### config.mk
export PLATFORM = sky130hd
export DESIGN_NAME = axis_uart_pkt_arbiter
export DESIGN_NICKNAME = d
export VERILOG_FILES = /design/src/rtl/axis_uart_pkg.sv /design/src/rtl/axis_uart_pkt_arbiter_rr_pick.sv /design/src/rtl/axis_uart_pkt_arbiter.sv
export SDC_FILE = /design/constraint.sdc
export NUM_CORES = 1
export LEC_CHECK = 0
export CAP_MARGIN = 40
export CORE_UTILIZATION = 40
export DETAILED_ROUTE_END_ITERATION = 8
export PLACE_DENSITY = 0.84
export SYNTH_ARGS = -nofsm -noshare
export SYNTH_HDL_FRONTEND = slang
export SYNTH_SLANG_ARGS = --single-unit
### constraint.sdc
create_clock -name clk -period 2.41 [get_ports clk]
set_input_delay 0.482 -clock clk [delete_from_list [all_inputs] [get_ports clk]]
set_output_delay 0.482 -clock clk [all_outputs]
set_load 0.01 [all_outputs]
### src/rtl/axis_uart_pkg.sv
// Shared types and helpers for the UART-side AXI-Stream packet arbiter.
package axis_uart_pkg;

    typedef enum logic [1:0] {
        IDLE,
        BUSY,
        GAP
    } arb_state_t;

    localparam int BYTE_W = 8;

    // Index width for n items, never narrower than one bit.
    function automatic int idx_w(input int n);
        return (n > 1) ? $clog2(n) : 1;
    endfunction

endpackage

### src/rtl/axis_uart_pkt_arbiter_rr_pick.sv
// Rotate-priority encoder: first requester after last_grant, with wrap-around.
module rr_pick
    import axis_uart_pkg::*;
#(
    parameter int NUM_SRC = 4,
    parameter int IDX_W   = idx_w(NUM_SRC)
) (
    input  logic [NUM_SRC-1:0] req,
    input  logic [IDX_W-1:0]   last_grant,
    output logic [IDX_W-1:0]   pick,
    output logic               any_req
);

    int               cand;
    logic [IDX_W-1:0] cand_idx;

    // Scan from the farthest candidate to the nearest so the source right after last_grant wins.
    always_comb begin
        pick     = '0;
        any_req  = 1'b0;
        cand     = 0;
        cand_idx = '0;
        for (int k = NUM_SRC; k >= 1; k--) begin
            cand     = (int'(last_grant) + k) % NUM_SRC;
            cand_idx = IDX_W'(cand);
            if (req[cand_idx]) begin
                pick    = cand_idx;
                any_req = 1'b1;
            end
        end
    end

endmodule

### src/rtl/axis_uart_pkt_arbiter.sv
// Packet-granular round-robin arbiter in front of the UART transmit AXI-Stream port.
// The grant is held from the first beat to the end of packet, an optional idle gap
// follows each packet, and a beat watchdog force-terminates runaway packets.
module axis_uart_pkt_arbiter
    import axis_uart_pkg::*;
#(
    parameter int NUM_SRC    = 4,
    parameter int DATA_BITS  = BYTE_W,
    parameter int GAP_CYCLES = 0,
    parameter int MAX_BEATS  = 64
) (
    input  logic                         clk,
    input  logic                         rst_n,
    input  logic [NUM_SRC*DATA_BITS-1:0] s_data,
    input  logic [NUM_SRC-1:0]           s_valid,
    input  logic [NUM_SRC-1:0]           s_last,
    output logic [NUM_SRC-1:0]           s_ready,
    output logic [DATA_BITS-1:0]         m_data,
    output logic                         m_valid,
    output logic                         m_last,
    input  logic                         m_ready,
    output logic [$clog2(NUM_SRC)-1:0]   grant_idx,
    output logic                         busy,
    output logic                         err_trunc
);

    localparam int IDX_W    = idx_w(NUM_SRC);
    localparam int BEAT_W   = $clog2(MAX_BEATS + 1);
    localparam int GAP_W    = idx_w(GAP_CYCLES);
    localparam int GAP_LOAD = (GAP_CYCLES > 0) ? GAP_CYCLES - 1 : 0;

    arb_state_t           state;
    arb_state_t           state_next;
    logic [IDX_W-1:0]     last_grant;
    logic [IDX_W-1:0]     pick;
    logic                 pick_any;
    logic [BEAT_W-1:0]    beat_cnt;
    logic [GAP_W-1:0]     gap_cnt;
    logic                 at_limit;
    logic                 xfer;
    logic                 trunc;
    logic [DATA_BITS-1:0] src_data [NUM_SRC];

    for (genvar i = 0; i < NUM_SRC; i++) begin : g_unpack
        assign src_data[i] = s_data[i*DATA_BITS +: DATA_BITS];
    end

    rr_pick #(
        .NUM_SRC (NUM_SRC),
        .IDX_W   (IDX_W)
    ) u_pick (
        .req        (s_valid),
        .last_grant (last_grant),
        .pick       (pick),
        .any_req    (pick_any)
    );

    // Watchdog: the beat that would reach MAX_BEATS is forced to be the last one.
    assign at_limit = (beat_cnt == BEAT_W'(MAX_BEATS - 1));
    assign busy     = (state != IDLE);

    // State register.
    always_ff @(posedge clk or negedge rst_n) begin
        if (!rst_n) begin
            state <= IDLE;
        end else begin
            state <= state_next;
        end
    end

    // Next state plus zero-latency pass-through of the granted source while BUSY.
    always_comb begin
        state_next = state;
        s_ready    = '0;
        m_data     = '0;
        m_valid    = 1'b0;
        m_last     = 1'b0;
        xfer       = 1'b0;
        trunc      = 1'b0;
        case (state)
            IDLE: begin
                if (pick_any) begin
                    state_next = BUSY;
                end
            end
            BUSY: begin
                m_data             = src_data[grant_idx];
                m_valid            = s_valid[grant_idx];
                m_last             = s_last[grant_idx] | at_limit;
                s_ready[grant_idx] = m_ready;
                xfer               = m_valid & m_ready;
                if (xfer && m_last) begin
                    trunc      = at_limit & ~s_last[grant_idx];
                    state_next = (GAP_CYCLES > 0) ? GAP : IDLE;
                end
            end
            GAP: begin
                if (gap_cnt == '0) begin
                    state_next = IDLE;
                end
            end
            default: state_next = IDLE;
        endcase
    end

    // Grant capture, beat and gap counters, truncation flag.
    always_ff @(posedge clk or negedge rst_n) begin
        if (!rst_n) begin
            grant_idx  <= '0;
            last_grant <= IDX_W'(NUM_SRC - 1);
            beat_cnt   <= '0;
            gap_cnt    <= '0;
            err_trunc  <= 1'b0;
        end else begin
            err_trunc <= trunc;
            case (state)
                IDLE: begin
                    if (pick_any) begin
                        grant_idx  <= pick;
                        last_grant <= pick;
                        beat_cnt   <= '0;
                    end
                end
                BUSY: begin
                    if (xfer) begin
                        beat_cnt <= beat_cnt + 1'b1;
                        gap_cnt  <= GAP_W'(GAP_LOAD);
                    end
                end
                GAP: begin
                    if (gap_cnt != '0) begin
                        gap_cnt <= gap_cnt - 1'b1;
                    end
                end
                default: ;
            endcase
        end
    end

endmodule

# Word level (Yosys, flattened, before mapping)
# Cells that the tools add are included.
dict set report classes {
  muxes 42
  bitwise 6
  n_reduce_logical 10
  magnitude_cmp 7
  n_addsub 6
  eq_ne 7
}
# operator n
set ops {}
lappend ops {{two-way mux 8 bit} 3}
lappend ops {{two-way mux 1 bit} 18}
lappend ops {{binary-select mux 8 bit (select 2 bit)} 1}
lappend ops {{less-than comparator 2 x 3 -> 1 bit (second input constant)} 5}
lappend ops {{two-way mux 2 bit} 7}
lappend ops {{two-way mux 7 bit} 2}
lappend ops {{one-hot mux 7 bit (2 select lines)} 1}
lappend ops {{binary-select mux 1 bit (select 2 bit)} 6}
lappend ops {{inequality test 2 bit (second input constant)} 4}
lappend ops {{adder 7 x 1 -> 7 bit (second input constant)} 1}
lappend ops {{== test 7 x 6 -> 1 bit (second input constant)} 1}
lappend ops {{one-hot mux 2 bit (3 select lines)} 1}
lappend ops {{AND reduction 3 bit} 2}
lappend ops {{nonzero test 2 bit} 3}
lappend ops {{adder 2 x 1 -> 2 bit (second input constant)} 2}
lappend ops {{adder 2 bit (second input constant)} 2}
lappend ops {{AND 4 bit} 1}
lappend ops {{two-way mux 4 bit} 1}
lappend ops {{AND reduction 2 bit} 2}
lappend ops {{greater-or-equal comparator 3 bit (second input constant)} 1}
lappend ops {{inverter 2 -> 3 bit} 1}
lappend ops {{AND 1 bit} 2}
lappend ops {{demux 1 bit (select 2 bit)} 1}
lappend ops {{== test 2 x 1 -> 1 bit (second input constant)} 1}
lappend ops {{8 further kinds} 9}
dict set report totals {
  ff_bits 15
  inputBits 43
  out_inout_bits 18
}

# Longest topological paths before layout
dict set report logic_depth {
  word_depth 9
  ltp_mapped 5
  mapped_depth_nobuf 4
}

# By module
# A second synthesis with hierarchy kept.
dict set report hier_totals {
  hier_cells 105
  area_unflattened_um2 1063.5
}
# mod instances seq_area_each_um2 area_each_um2 cells_per_inst
set by_module_without_submodules {}
lappend by_module_without_submodules {axis_uart_pkt_arbiter 1 327.8 972.2 91}
lappend by_module_without_submodules {rr_pick 1 0.0 91.3 14}

# Worst setup path after synthesis
# OpenSTA, ideal clock, no wires.
dict set report synth_path {
  kind {register to output}
  startpoint {register grant_idx[0]}
  endpoint {output m_data[2]}
  arrival_ns 1.469
  stages_incl_launch_ff 5
  required_time_ns 1.928
  slack_ns 0.459
  cell_sequence {dfrtp_1 -> buf_4 -> buf_2 -> mux4_2 -> and2_1}
}
dict set report synth_via {
  elab_chain_len 5
}
# element line_no
set synth_rtl {}
lappend synth_rtl {{start: declaration} axis_uart_pkt_arbiter.sv:22} ;# output logic [$clog2(NUM_SRC)-1:0] grant_idx,
lappend synth_rtl {{start signal: assignment} axis_uart_pkt_arbiter.sv:119} ;# grant_idx <= pick;
lappend synth_rtl {{inverter 2 -> 3 bit (implied by the code)} axis_uart_pkt_arbiter.sv:87} ;# m_data = src_data[grant_idx];
lappend synth_rtl {{binary-select mux 8 bit (select 2 bit)} axis_uart_pkt_arbiter.sv:87}
lappend synth_rtl {{two-way mux 8 bit (implied by the code) (2 in a row)} axis_uart_pkt_arbiter.sv:87}
lappend synth_rtl {{two-way mux 8 bit} axis_uart_pkt_arbiter.sv:80} ;# case (state)
lappend synth_rtl {{end: declaration} axis_uart_pkt_arbiter.sv:18} ;# output logic [DATA_BITS-1:0] m_data,
# No other way between the ends. The select of a mux whose other input is x is not followed.

# Final worst setup path
dict set report layout_path {
  startpoint {input s_last[0]}
  endpoint {output m_last}
}
dict set report layout_via {
  elab_chain_len 4
}
# element line_no
set layout_rtl {}
lappend layout_rtl {{start: declaration} axis_uart_pkt_arbiter.sv:16} ;# input logic [NUM_SRC-1:0] s_last,
lappend layout_rtl {{binary-select mux 1 bit (select 2 bit)} axis_uart_pkt_arbiter.sv:89} ;# m_last = s_last[grant_idx] | at_limit;
lappend layout_rtl {{two-way mux 1 bit (implied by the code)} axis_uart_pkt_arbiter.sv:89}
lappend layout_rtl {{bitwise OR 1 bit} axis_uart_pkt_arbiter.sv:89}
lappend layout_rtl {{two-way mux 1 bit} axis_uart_pkt_arbiter.sv:80}
lappend layout_rtl {{end: declaration} axis_uart_pkt_arbiter.sv:20} ;# output logic m_last,
# No other way between the ends. The select of a mux whose other input is x is not followed.

==> flow_summary.ini <==
[layout]
fin_nets = 212
n_antenna_cell = 0
fillers = 154
areaGrowthSynthToFinish_pct = 70.4
drive_gt1_frac = 0.186
mostFrequentLayoutCells = clkdlybuf4s50_1, mux4_2, and2_1
final_common_cell = clkdlybuf4s50_1
instances_no_fill = 195

[clock_tree]
tritoncts = done
ctsHoldBuffers = 0
clock-sinks = 13
cts_buffers = 3
htreeDepth = 1
clock_path_buffers = 2
clockRootBuffer = clkbuf_4
clk_pin_slew_ns = 0.08
clock_latency_ns = 0.27

[global_routing]
grt_pass1_vias = 1081
overflow = 0
grt_pass1_wl_um = 4750
grt_max_degree = 16
antenna_found_initial = 0
grt_usage = 0.229

[placed_design]
dp.cells = 190
preCtsSetupSlack_ns = -0.176
dpl.hpwl_um = 2470
io_buffers = 60
finalWeightedCongestion = 0.941

[synthesis]
yosys_warnings = 0
syn-cell-area_um2 = 1010
syn_area_per_cell_um2 = 10.1
synth_seq_cells = 13
syn_inst = 100
synth_cell_types = 33
seq_area_frac_synth = 0.323
syn_nets = 144

[sta]
rsz0062_at_grt = no
finalWorstSetupSlack_ns = 0.0642
fin_hold_ws_ns = 0.528
tightest_slew_ns = 0.577
period_share = 0.973
min_period_ns = 2.35
setup_viol = 0
hold_violations = 0
max_freq_mhz = 426
slew_headroom = 0.614
finalMaxSlewViolations = 0
skew_ns = 0.00114

[detailed_routing]
firstDrtPassIters = 4
dr.first_iter.drc_count = 42
wl_per_cell_um = 16.6
drc = 0
routed_wl_um = 3240
ant_nets = 0
viasPerCell = 5.93
vias = 1157

[worst_setup_path]
crit_family = buffers and inverters
crit_buf_inv = 2
cp_slowest_stage_delay_ns = 0.51
cp.arrival_ns = 1.86
cp.required_ns = 1.93
crit_chain = clkdlybuf4s50_1 -> mux4_2 -> a31oi_4 -> nor2_1 -> clkdlybuf4s15_1
setup.worst_path.end_class = output port
slowest_stage = mux4_2
critPathKind = in2out
cp-start-kind = primary input
crit_path_max_fanout = 2

[power]
pwr-share-clk = 0.089
swShare = 0.379
irDropWorstVdd_mv = 0.657
powerDensity_nw_per_um2 = 860
p_seq_frac = 0.255
total_power_mw = 1.49
p_sw_uw = 564
pwr-share-comb = 0.655
p_leak_nw = 0.712
p_int_uw = 924

[floorplan]
core_um2 = 2300
dieArea_um2 = 2740
start_util = 0.442
rows = 17
chipWidth_um = 52.4
die_h_um = 52.4
ios = 61

[worst_hold_path]
hold_class = reg2reg

[job]
maxCapViolations = 0

[run_status]
status = complete, no violations
metrics by stage:
step | utilization | setup TNS (ns) | instance area, µm²
2_1_floorplan | - | 0 | 1010
3_3_place_gp | 0.735 | -0.538 | 1690
3_5_place_dp | 0.735 | -0.687 | 1690
4_1_cts | 0.748 | 0 | 1720
5_1_grt | 0.753 | 0 | 1730
6_report | 0.753 | 0 | 1730
routing by layer:
metal,wire length (µm),global-route usage,vias up
met5,0,0,-
met3,399,0.0551,0
met1,1230,0.277,554
met2,1610,0.418,85
li1,-,-,518
met4,0,0.0263,0
state kept, by name, summed over array words and instances (netlist names):
register,cells
last_grant,2
grant_idx,2
err_trunc,1
state,1
beat_cnt,7
area by class of cell:
type                    instances  area (µm²)  share of cell area
repair buffers                 70         677               0.391
multi-input cells              76         646               0.373
well taps                      28        35.0              0.0203
flip-flops and latches         13         330               0.191
inverters                       4        15.0             0.00868
clock buffers                   4        26.3              0.0152
kinds of logic (layout without fill, tap and decap cells):
logic type | Yosys count | in the layout | share of synthesized area
xor+xnor | 1 | 1 | 0.00863
fa+ha+maj | 1 | 1 | 0.0123
compound gates | 20 | 20 | 0.131
flops | 13 | 13 | 0.323
buf+inv | 11 | 78 | 0.0555
mux | 10 | 10 | 0.222
simple gates | 44 | 44 | 0.248
final timing paths:
check	start	endpoint	slack [ns]	depth (start not counted)
min in group asynchronous	rst_n	beat_cnt[4]	0.57	1
min	beat_cnt[5]	beat_cnt[5]	0.53	2
max in group asynchronous	rst_n	grant_idx[0]	1.42	1
max reg2reg	grant_idx[0]	beat_cnt[6]	0.76	7
max	s_last[0]	m_last	0.06	5
min reg2reg	beat_cnt[5]	beat_cnt[5]	0.53	2
cell usage after synthesis:
cell type,n,area share
buf_2,3,0.015
clkbuf_1,2,0.0074
nand4_1,2,0.012
nor3b_1,2,0.015
and4_1,2,0.017
a31oi_1,2,0.012
nand2b_1,2,0.012
o221a_2,1,0.011
buf_4,1,0.0074
and2_1,10,0.062
nor3_1,2,0.0099
buf_6,1,0.011
mux4_2,10,0.22
o31ai_1,3,0.022
a21o_1,3,0.022
o21ai_0,3,0.015
dfrtp_1,11,0.27
dfstp_2,2,0.052
and3_1,1,0.0062
xnor2_1,1,0.0086
nor2_1,4,0.015
a21oi_1,5,0.025
or3_1,1,0.0062
nand3b_1,2,0.015
nand2_1,4,0.015
inv_1,4,0.015
ha_1,1,0.012
nor4_1,1,0.0062
a311oi_1,1,0.0086
nand2_2,1,0.0062
nand3_1,9,0.044
o211ai_1,2,0.015
or2_2,1,0.0062
what timing repair did:
action,in CTS,in global routing
setup buffers,1,0
endpoints found under the hold margin,0,0
endpoints found under the setup margin,10,3
gates resized for setup,12,3
worst min-delay path, stage by stage (launching register included):
cell     delay, ns
dfrtp_1       0.37
nand3_1       0.08
nand2_1       0.06
power groups by stage:
stage	clock [mW]	sequential [mW]	combinational, mW
after global routing	0.146	0.390	1.05
after detailed placement	0	0.385	1.01
after floorplan	0	0.353	0.574
after CTS	0.135	0.376	0.964
final	0.133	0.380	0.975
after global placement	0	0.379	0.982
No activity file was read; power rests on OpenSTA's default activity.
